File: src/rtl/risc_ctrl_pkg.sv
// Shared definitions for the 16-bit RISC multi-cycle controller.
// Holds the opcode/op field codes, the register-select and writeback-source
// codes, and the controller state enumeration.
package risc_ctrl_pkg;

  // opcode field
  localparam logic [2:0] OPC_MOV  = 3'b110;
  localparam logic [2:0] OPC_ALU  = 3'b101;
  localparam logic [2:0] OPC_STR  = 3'b100;
  localparam logic [2:0] OPC_LDR  = 3'b011;
  localparam logic [2:0] OPC_HALT = 3'b111;

  // op field for ALU instructions
  localparam logic [1:0] OP_ADD = 2'b00;
  localparam logic [1:0] OP_CMP = 2'b01;
  localparam logic [1:0] OP_AND = 2'b10;
  localparam logic [1:0] OP_MVN = 2'b11;

  // op field for MOV instructions
  localparam logic [1:0] OP_MOV_IMM = 2'b10;
  localparam logic [1:0] OP_MOV_REG = 2'b00;

  // register select (nsel)
  localparam logic [1:0] RN = 2'b00;
  localparam logic [1:0] RD = 2'b01;
  localparam logic [1:0] RM = 2'b10;

  // writeback source (vsel)
  localparam logic [1:0] VS_C     = 2'b00;
  localparam logic [1:0] VS_IMM8  = 2'b01;
  localparam logic [1:0] VS_MDATA = 2'b10;
  localparam logic [1:0] VS_PC    = 2'b11;

  typedef enum logic [4:0] {
    RST,
    IF1,
    UPDPC,
    DECODE,
    WR_IMM,
    GET_A,
    GET_B,
    GET_BD,
    EXEC,
    PASS_B,
    ADDR,
    MRD,
    MWR,
    WR_RD,
    WR_MEM,
    HALT,
    FAULT
  } state_t;

endpackage

File: src/rtl/risc_wait_timer.sv
// Wait-state timer for memory accesses.
// Counts cycles spent waiting for memory and flags when the wait budget is
// exhausted. The count saturates at WAIT_MAX and never wraps.
// Ports:
//   clk     in  rising-edge clock
//   reset   in  asynchronous active-high reset (count -> 0)
//   clear   in  restart the count at 0 (has priority over inc)
//   inc     in  one more cycle spent waiting
//   expired out count has reached WAIT_MAX
module risc_wait_timer #(
  parameter int WAIT_MAX = 15,
  parameter int WAIT_W   = 4
) (
  input  logic clk,
  input  logic reset,
  input  logic clear,
  input  logic inc,
  output logic expired
);

  localparam logic [WAIT_W-1:0] CNT_MAX = WAIT_W'(WAIT_MAX);

  logic [WAIT_W-1:0] cnt;

  always_ff @(posedge clk or posedge reset) begin
    if (reset) begin
      cnt <= '0;
    end else if (clear) begin
      cnt <= '0;
    end else if (inc && (cnt != CNT_MAX)) begin
      cnt <= cnt + 1'b1;
    end
  end

  assign expired = (cnt == CNT_MAX);

endmodule

File: src/rtl/risc_ctrl_fsm.sv
// Multi-cycle control FSM for the 16-bit RISC core.
// Sequences fetch / PC update / decode / execute for MOV, ALU, LDR and STR,
// with a memory ready handshake and a bounded wait timer. A memory access
// that waits too long lands in a sticky FAULT state left only by reset.
//
// Build option: define RISC_CTRL_HALT_EN to make opcode 111 enter a sticky
// HALT state; otherwise 111 behaves like any undefined opcode (no-op).
//
// Ports:
//   clk, reset              clock, asynchronous active-high reset
//   opcode, op              decoded instruction fields from the IR
//   mem_ready               memory finishes the current mread/mwrite
//   nsel, vsel              register select, writeback source
//   loada..write            datapath load/select/write controls
//   loadir, loadpc,
//   reset_pc, msel          IR load, PC load, PC clear, address select
//   mread, mwrite           memory strobes, held until mem_ready
//   halted, mem_err         halted (HALT or FAULT), sticky memory fault
module risc_ctrl_fsm
  import risc_ctrl_pkg::*;
#(
  parameter int OPC_W    = 3,
  parameter int OP_W     = 2,
  parameter int WAIT_MAX = 15,
  parameter int WAIT_W   = 4
) (
  input  logic             clk,
  input  logic             reset,
  input  logic [OPC_W-1:0] opcode,
  input  logic [OP_W-1:0]  op,
  input  logic             mem_ready,
  output logic [1:0]       nsel,
  output logic [1:0]       vsel,
  output logic             loada,
  output logic             loadb,
  output logic             asel,
  output logic             bsel,
  output logic             loadc,
  output logic             loads,
  output logic             write,
  output logic             loadir,
  output logic             loadpc,
  output logic             reset_pc,
  output logic             msel,
  output logic             mread,
  output logic             mwrite,
  output logic             halted,
  output logic             mem_err
);

  state_t state, state_nx;
  logic   wait_st;
  logic   expired;
  logic   is_mem_op;
  logic   is_cmp;

  assign is_mem_op = (opcode == OPC_W'(OPC_LDR)) || (opcode == OPC_W'(OPC_STR));
  assign is_cmp    = (opcode == OPC_W'(OPC_ALU)) && (op == OP_W'(OP_CMP));

  // The timer runs only in the three states that wait on memory. Leaving a
  // wait state always goes through a ready cycle or a non-wait state, so
  // clearing on either restarts the count for the next access.
  assign wait_st = (state == IF1) || (state == MRD) || (state == MWR);

  risc_wait_timer #(
    .WAIT_MAX (WAIT_MAX),
    .WAIT_W   (WAIT_W)
  ) u_wait_timer (
    .clk     (clk),
    .reset   (reset),
    .clear   (!wait_st || mem_ready),
    .inc     (wait_st && !mem_ready),
    .expired (expired)
  );

  always_ff @(posedge clk or posedge reset) begin
    if (reset) begin
      state <= RST;
    end else begin
      state <= state_nx;
    end
  end

  always_comb begin
    state_nx = state;
    case (state)
      RST:    state_nx = IF1;
      // ready wins over an expiring timer in the same cycle
      IF1: begin
        if (mem_ready)    state_nx = UPDPC;
        else if (expired) state_nx = FAULT;
      end
      UPDPC:  state_nx = DECODE;
      DECODE: begin
        case (opcode)
          OPC_W'(OPC_MOV): state_nx = (op == OP_W'(OP_MOV_IMM)) ? WR_IMM : GET_B;
          OPC_W'(OPC_ALU): state_nx = (op == OP_W'(OP_MVN)) ? GET_B : GET_A;
          OPC_W'(OPC_LDR): state_nx = GET_A;
          OPC_W'(OPC_STR): state_nx = GET_A;
`ifdef RISC_CTRL_HALT_EN
          OPC_W'(OPC_HALT): state_nx = HALT;
`endif
          default:         state_nx = IF1;
        endcase
      end
      WR_IMM: state_nx = IF1;
      GET_A:  state_nx = is_mem_op ? ADDR : GET_B;
      GET_B:  state_nx = EXEC;
      EXEC:   state_nx = is_cmp ? IF1 : WR_RD;
      WR_RD:  state_nx = IF1;
      ADDR:   state_nx = (opcode == OPC_W'(OPC_LDR)) ? MRD : GET_BD;
      MRD: begin
        if (mem_ready)    state_nx = WR_MEM;
        else if (expired) state_nx = FAULT;
      end
      WR_MEM: state_nx = IF1;
      GET_BD: state_nx = PASS_B;
      PASS_B: state_nx = MWR;
      MWR: begin
        if (mem_ready)    state_nx = IF1;
        else if (expired) state_nx = FAULT;
      end
      HALT:   state_nx = HALT;
      FAULT:  state_nx = FAULT;
      default: state_nx = RST;
    endcase
  end

  // Output decode. EXEC also looks at the instruction fields, which the IR
  // holds stable for the whole instruction.
  always_comb begin
    nsel     = RN;
    vsel     = VS_C;
    loada    = 1'b0;
    loadb    = 1'b0;
    asel     = 1'b0;
    bsel     = 1'b0;
    loadc    = 1'b0;
    loads    = 1'b0;
    write    = 1'b0;
    loadir   = 1'b0;
    loadpc   = 1'b0;
    reset_pc = 1'b0;
    msel     = 1'b0;
    mread    = 1'b0;
    mwrite   = 1'b0;
    halted   = 1'b0;
    mem_err  = 1'b0;
    case (state)
      RST: reset_pc = 1'b1;
      // IR reloads on every waiting cycle; the load made when memory is
      // ready is the one that sticks.
      IF1: begin
        loadir = 1'b1;
        mread  = 1'b1;
      end
      UPDPC: loadpc = 1'b1;
      WR_IMM: begin
        nsel  = RN;
        vsel  = VS_IMM8;
        write = 1'b1;
      end
      GET_A: begin
        nsel  = RN;
        loada = 1'b1;
      end
      GET_B: begin
        nsel  = RM;
        loadb = 1'b1;
      end
      EXEC: begin
        asel  = (opcode == OPC_W'(OPC_MOV));
        loadc = 1'b1;
        loads = is_cmp;
      end
      WR_RD: begin
        nsel  = RD;
        vsel  = VS_C;
        write = 1'b1;
      end
      ADDR: begin
        bsel  = 1'b1;
        loadc = 1'b1;
      end
      MRD: begin
        msel  = 1'b1;
        mread = 1'b1;
      end
      WR_MEM: begin
        nsel  = RD;
        vsel  = VS_MDATA;
        write = 1'b1;
      end
      GET_BD: begin
        nsel  = RD;
        loadb = 1'b1;
      end
      // address comes from an external latch, so msel is already 1 here
      PASS_B: begin
        asel  = 1'b1;
        loadc = 1'b1;
        msel  = 1'b1;
      end
      MWR: begin
        msel   = 1'b1;
        mwrite = 1'b1;
      end
      HALT: halted = 1'b1;
      FAULT: begin
        halted  = 1'b1;
        mem_err = 1'b1;
      end
      default: ;
    endcase
  end

endmodule

File: config.mk
export PLATFORM = sky130hd
export DESIGN_NAME = risc_ctrl_fsm
export DESIGN_NICKNAME = d
export VERILOG_FILES = /design/src/rtl/risc_ctrl_pkg.sv /design/src/rtl/risc_wait_timer.sv /design/src/rtl/risc_ctrl_fsm.sv
export SDC_FILE = /design/constraint.sdc
export NUM_CORES = 1
export LEC_CHECK = 0
export CAP_MARGIN = 20
export CORE_MARGIN = 2
export CORE_UTILIZATION = 47
export CTS_BUF_LIST = sky130_fd_sc_hd__clkbuf_16
export CTS_CLUSTER_DIAMETER = 60
export CTS_CLUSTER_SIZE = 14
export DETAILED_ROUTE_END_ITERATION = 12
export HOLD_SLACK_MARGIN = 0.03
export PLACE_DENSITY = 0.84
export SYNTH_ARGS = -nofsm -noshare
export SYNTH_HDL_FRONTEND = slang
export SYNTH_SLANG_ARGS = --single-unit
File: constraint.sdc
create_clock -name clk -period 2.2 [get_ports clk]
set_clock_uncertainty 0.2 [all_clocks]
set_input_delay 0.44 -clock clk [delete_from_list [all_inputs] [get_ports clk]]
set_output_delay 0.44 -clock clk [all_outputs]
set_load 0.02 [all_outputs]
== Yosys cells after proc, flatten, opt, wreduce, memory -nomap -nowiden ==
Index checks and enable logic that the tools add are counted.

* $add $sub $neg: 1
* $mul: 0
* Divide/modulo/power cells: 0
* Order comparisons: 0
* Eq/ne operators: 25
* Shift-type cells: 0
* Multiplexer cells: 30
* Bitwise operators: 0
* Reductions and logical operators: 20

{| class="wikitable"
|+ Operators by type and width
! kind !! count
|-
| 5-bit one-hot mux with 14 select lines || 1
|-
| 5-bit by 4-bit == test with 1-bit output, second input constant || 8
|-
| 5-bit by 3-bit == test with 1-bit output, second input constant || 4
|-
| 4-bit two-way mux || 5
|-
| 5-bit two-way mux || 4
|-
| 1-bit two-way mux || 14
|-
| 3-bit OR reduction || 4
|-
| 5-bit by 2-bit == test with 1-bit output, second input constant || 2
|-
| 3-bit == test, second input constant || 3
|-
| 3-bit one-hot mux with 3 select lines || 1
|-
| 2-bit one-hot mux with 2 select lines || 2
|-
| 2-bit OR reduction || 4
|-
| 5-bit by 1-bit == test with 1-bit output, second input constant || 1
|-
| 5-bit == test, second input constant || 1
|-
| 5-bit logical NOT || 1
|-
| 4-bit by 1-bit adder with 4-bit output, second input constant || 1
|-
| 2-bit == test, second input constant || 2
|-
| 4-bit == test, second input constant || 1
|-
| 1-bit logical OR || 4
|-
| 2-bit two-way mux || 2
|-
| 4-bit inequality test, second input constant || 1
|-
| 4-bit OR reduction || 1
|-
| 3-bit by 2-bit == test with 1-bit output, second input constant || 1
|-
| 1-bit logical AND || 3
|-
| other kinds (4) || 5
|}

* Flip-flop bits (word level): 9
* Bits in latches: 0
* Memory bits (writable): 0
* ROM bits: 0
* Word-level logic and storage cells: 78
* Memories: 0

== Longest topological paths before layout ==
* Word-level depth: 7
* Depth in mapped cells: 6
* Gate-level depth less buffers: 5

== Modules after synthesis ==
From an unflattened synthesis, not the netlist that was laid out.

* Cells, all modules: 126
* Area, all modules: 950.9 um2

{| class="wikitable"
|+ Modules (own cells, without submodules)
! module !! instances !! cells each !! area each (um2)
|-
| risc_ctrl_fsm || 1 || 105 || 718.2
|-
| risc_wait_timer || 1 || 21 || 232.7
|}

== Least setup slack after synthesis ==
OpenSTA, ideal clock, no wires.

* Kind: reg2out
* From: reg state[3]
* To: out loads
* Arrival time: 1537 ps
* Data required time: 1560 ps
* Slack: 23 ps
* Cell stages (with the launch flop): 4
* Buffers on the path: 1
* Cell sequence: dfrtp_1 > buf_6 > or3b_1 > nor4_1

* Word-level cells in the longest chain between the ends: 2

{| class="wikitable"
|+ Ends and longest elaborated chain
! item !! line !! RTL
|-
| start, declared || risc_ctrl_fsm.sv:51 || <nowiki>state_t state, state_nx;</nowiki>
|-
| start signal, assigned || risc_ctrl_fsm.sv:80 || <nowiki>state <= state_nx;</nowiki>
|-
| 5-bit by 4-bit == test with 1-bit output || risc_ctrl_fsm.sv:149 || <nowiki>case (state)</nowiki>
|-
| 1-bit two-way mux || risc_ctrl_fsm.sv:149 ||
|-
| end, declared || risc_ctrl_fsm.sv:39 || <nowiki>output logic loads,</nowiki>
|}

Every way passes these cells.

== Worst setup path in the final report ==
* From: reg state[4]
* To: out mwrite

* Word-level cells in the longest chain between the ends: 2

{| class="wikitable"
|+ Ends and longest elaborated chain
! item !! line !! RTL
|-
| 5-bit by 4-bit == test with 1-bit output || risc_ctrl_fsm.sv:149 ||
|-
| 1-bit two-way mux || risc_ctrl_fsm.sv:149 ||
|-
| end, declared || risc_ctrl_fsm.sv:46 || <nowiki>output logic mwrite,</nowiki>
|}

Every way passes these cells.

==> results.sh <==
export IMPL_source_to_sink_clock_delay_at_the_later_pin_of_the_worst_skew_pair_ns=0.24
export IMPL_first_global_vias=1219
export IMPL_die_width_um=48.5
export IMPL_vias_per_cell=6.27
export IMPL_synth_xor_xnor_area_share=0.0282
export IMPL_ys_top_cells_by_area="dfrtp_1, nor2_1, nor3_1"
export IMPL_grt_antenna_before_repair=0
export IMPL_yosys_area_share_adder=0.0134
export IMPL_clkTransAtPathRegs_ns=0.04
export IMPL_cts_htree_levels=1
export IMPL_cell_area_after_placement_um2=1430
export IMPL_multi_input_area_um2=714
export IMPL_post_synthesis_sequential_area_ratio=0.242
export IMPL_drv_slew=0
export IMPL_grt_overflow=0
export IMPL_design_die_area_um2=2350
export IMPL_max_vdd_ir_drop_uv=1200
export IMPL_dr_total_vias=1348
export IMPL_root_buffer="clkbuf_16"
export IMPL_regArea_um2=228
export IMPL_stdcell_area_um2=1580
export IMPL_drt_total_wl_um=3900
export IMPL_worstSetupPathType="reg -> out"
export IMPL_timing_rr_end="u_wait_timer.cnt[2]$_DFFE_PP0P_"
export IMPL_synth_yosys_warnings=0
export IMPL_die_h_um=48.5
export IMPL_post_drt_wl_per_cell_um=18.1
export IMPL_max_cap_violations=0
export IMPL_avgSynthCellArea_um2=7.27
export IMPL_synth_cell_types=48
export IMPL_timing_critical_path_to_type="primary output"
export IMPL_timing_reg2reg_setup_slack_ns=-0.003
export IMPL_run_status="finished, violations left"
export IMPL_tritoncts="yes"
export IMPL_min_period_over_period=1.00
export IMPL_ys_async_sr_fraction=1.00
export IMPL_grt_first_pass_wirelength_um=5870
export IMPL_numPortBuffers=26
export IMPL_route_detailed_drc=0
export IMPL_timing_final_setup_violations=2
export IMPL_start_util=0.484
export IMPL_grt_max_degree=12
export IMPL_num_io_pins=27
export IMPL_yosys_mux_area_fraction=0.0108
export IMPL_rows=16
export IMPL_synth_ff_type="dfrtp_1"
export IMPL_crit_path_max_fanout=4
export IMPL_dominant_combinational_cell_family_by_area_after_synthesis="simple AND/OR/NAND/NOR gates"
export IMPL_worst_hold_path_type="in -> async"
export IMPL_syn_nets=137
export IMPL_area_of_the_mapped_netlist_um2=931
export IMPL_cts_hold_buffers=0
export IMPL_final_min_clock_period_ns=2.20
export IMPL_worst_slew_pin_transition_ns=0.440
export IMPL_pwr_density_cell_nw_per_um2=1350
export IMPL_mostFrequentLayoutCell="buf_4"
export IMPL_synth_compound_area_share=0.227
export IMPL_finalNetCount=198
export IMPL_gr_usage_all_layers=0.321
export IMPL_violations="setup timing"
export IMPL_synth_seq_cells=9
export IMPL_fmax_ghz=0.454
export IMPL_startpoint_type="register"
export IMPL_reg2reg_path_depth=8
export IMPL_launching_point_of_the_worst_reg2reg_path="state[4]$_DFF_PP0_"
export IMPL_drive_above_1_share=0.420
export IMPL_drtPass1Iterations=4
export IMPL_slew_headroom=0.706
export IMPL_nFillCells=124
export IMPL_preCtsSetupSlack_ns=-0.538
export IMPL_cts_buffers_inserted=3
export IMPL_area_of_the_core_um2=1920
export IMPL_final_cell_mix="buf_4, nor2_1, buf_2"
export IMPL_yosysTopAreaCellShare=0.242
export IMPL_area_growth_syn_to_layout_pct=69.9
export IMPL_crit_required_ns=1.56
export IMPL_numClockSinks=9
export IMPL_leakage_nw=0.776
export IMPL_synth_simple_gate_area_share=0.405
export IMPL_synth_edf_count=0
export IMPL_power_total_mw=2.14
export IMPL_most_area_hungry_cell_type_in_the_yosys_netlist="dfrtp_1"
export IMPL_gp_congestion=0.926
export IMPL_timing_hold_violations_final=0
export IMPL_arrival_worst_endpoint_ns=1.56
export IMPL_antenna_diode_count=0
export IMPL_place_detailed_hpwl_um=2340
export IMPL_clock_path_buffers=2
export IMPL_post_synth_inst_count=128
export IMPL_postLayoutSetupSlackWorst_ns=-0.00301
export IMPL_drtAntennaViolNets=0
export IMPL_drt_initial_drc_count=88
area by class of cell:
| cell class | count | share of cell area |
|---|---|---|
| well taps | 27 | 0.0214 |
| clock buffers | 3 | 0.0475 |
| clock inverters | 1 | 0.00237 |
| multi-input cells | 104 | 0.452 |
| repair buffers | 67 | 0.324 |
| flip-flops and latches | 9 | 0.144 |
| inverters | 4 | 0.00949 |
how the worst max path moves through the flow:
stage | to | slack [ns] | cells after the start | startpoint
2_1_floorplan | loads | 0.02 | 3 | state[3]$_DFF_PP0_
3_3_place_gp | loads | -0.48 | 5 | opcode[0]
3_5_place_dp | loads | -0.54 | 5 | opcode[0]
4_1_cts | loads | -0.06 | 5 | opcode[0]
5_1_grt | mwrite | -0.04 | 4 | state[4]$_DFF_PP0_
6_report | mwrite | -0.003 | 4 | state[4]$_DFF_PP0_
cells in the mapped netlist, types with 2 or more instances:
library cell  count
inv_1             4
nor2b_1           6
a2bb2oi_1         2
nand4b_1          2
clkbuf_1          4
xor2_1            2
o2111ai_1         2
nand3_1           4
nor4_1            2
nand3b_1          2
o21ai_0           3
nand2b_1          4
nand2_1           7
o31ai_1           2
a31oi_1           4
dfrtp_1           9
nor2_1           21
nor3_1            8
buf_1             2
buf_2             3
a21oi_1           6
a211oi_1          3
per-stage QoR:
step	hold slack [ns]	TNS [ns]	util	instances
3_3_place_gp	0.278	-2.73	0.746	205
4_1_cts	0.272	-0.0557	0.793	212
3_5_place_dp	0.294	-3.22	0.746	205
6_report	0.269	-0.00598	0.823	215
2_1_floorplan	0.0679	0	-	128
5_1_grt	0.311	-0.144	0.823	215
registers in the layout, indices dropped and copies added (netlist names):
| name | count |
|---|---|
| state | 5 |
| u_wait_timer.cnt | 4 |
metal layers:
layer / wire length, um / track usage / part of all wire / vias to the layer above
met5: 0 / 0 / 0 / -
met4: 280 / 0.167 / 0.072 / 0
met3: 351 / 0.0710 / 0.090 / 38
met2: 1820 / 0.495 / 0.47 / 99
met1: 1450 / 0.423 / 0.37 / 620
li1: - / - / - / 591
where the power goes:
group | internal, mW | switching (mW)
clock | 0.238 | 0.0863
combinational | 0.687 | 0.826
sequential | 0.216 | 0.0845
kinds of logic (layout without fill, tap and decap cells):
group | count (synthesis) | count (layout)
AO/OA/AOI/OAI | 31 | 31
XOR/XNOR | 3 | 3
adder cells (fa/ha/maj) | 1 | 1
buffers and inverters | 15 | 75
flip-flops | 9 | 9
multiplexers | 1 | 1
AND/OR/NAND/NOR | 68 | 68
timing repair:
item | CTS | global route
setup endpoints to repair | 19 | 19
buffers inserted | 3 | 3
resized for setup | 78 | 27
pin swaps | 2 | 3
critical path, stage by stage (launching register included):
cell and delay, ns:
dfrtp_1 0.41, buf_4 0.15, nand3b_1 0.21, nor3_4 0.24, clkdlybuf4s15_2 0.31
Power figures use the tool's default switching activity.
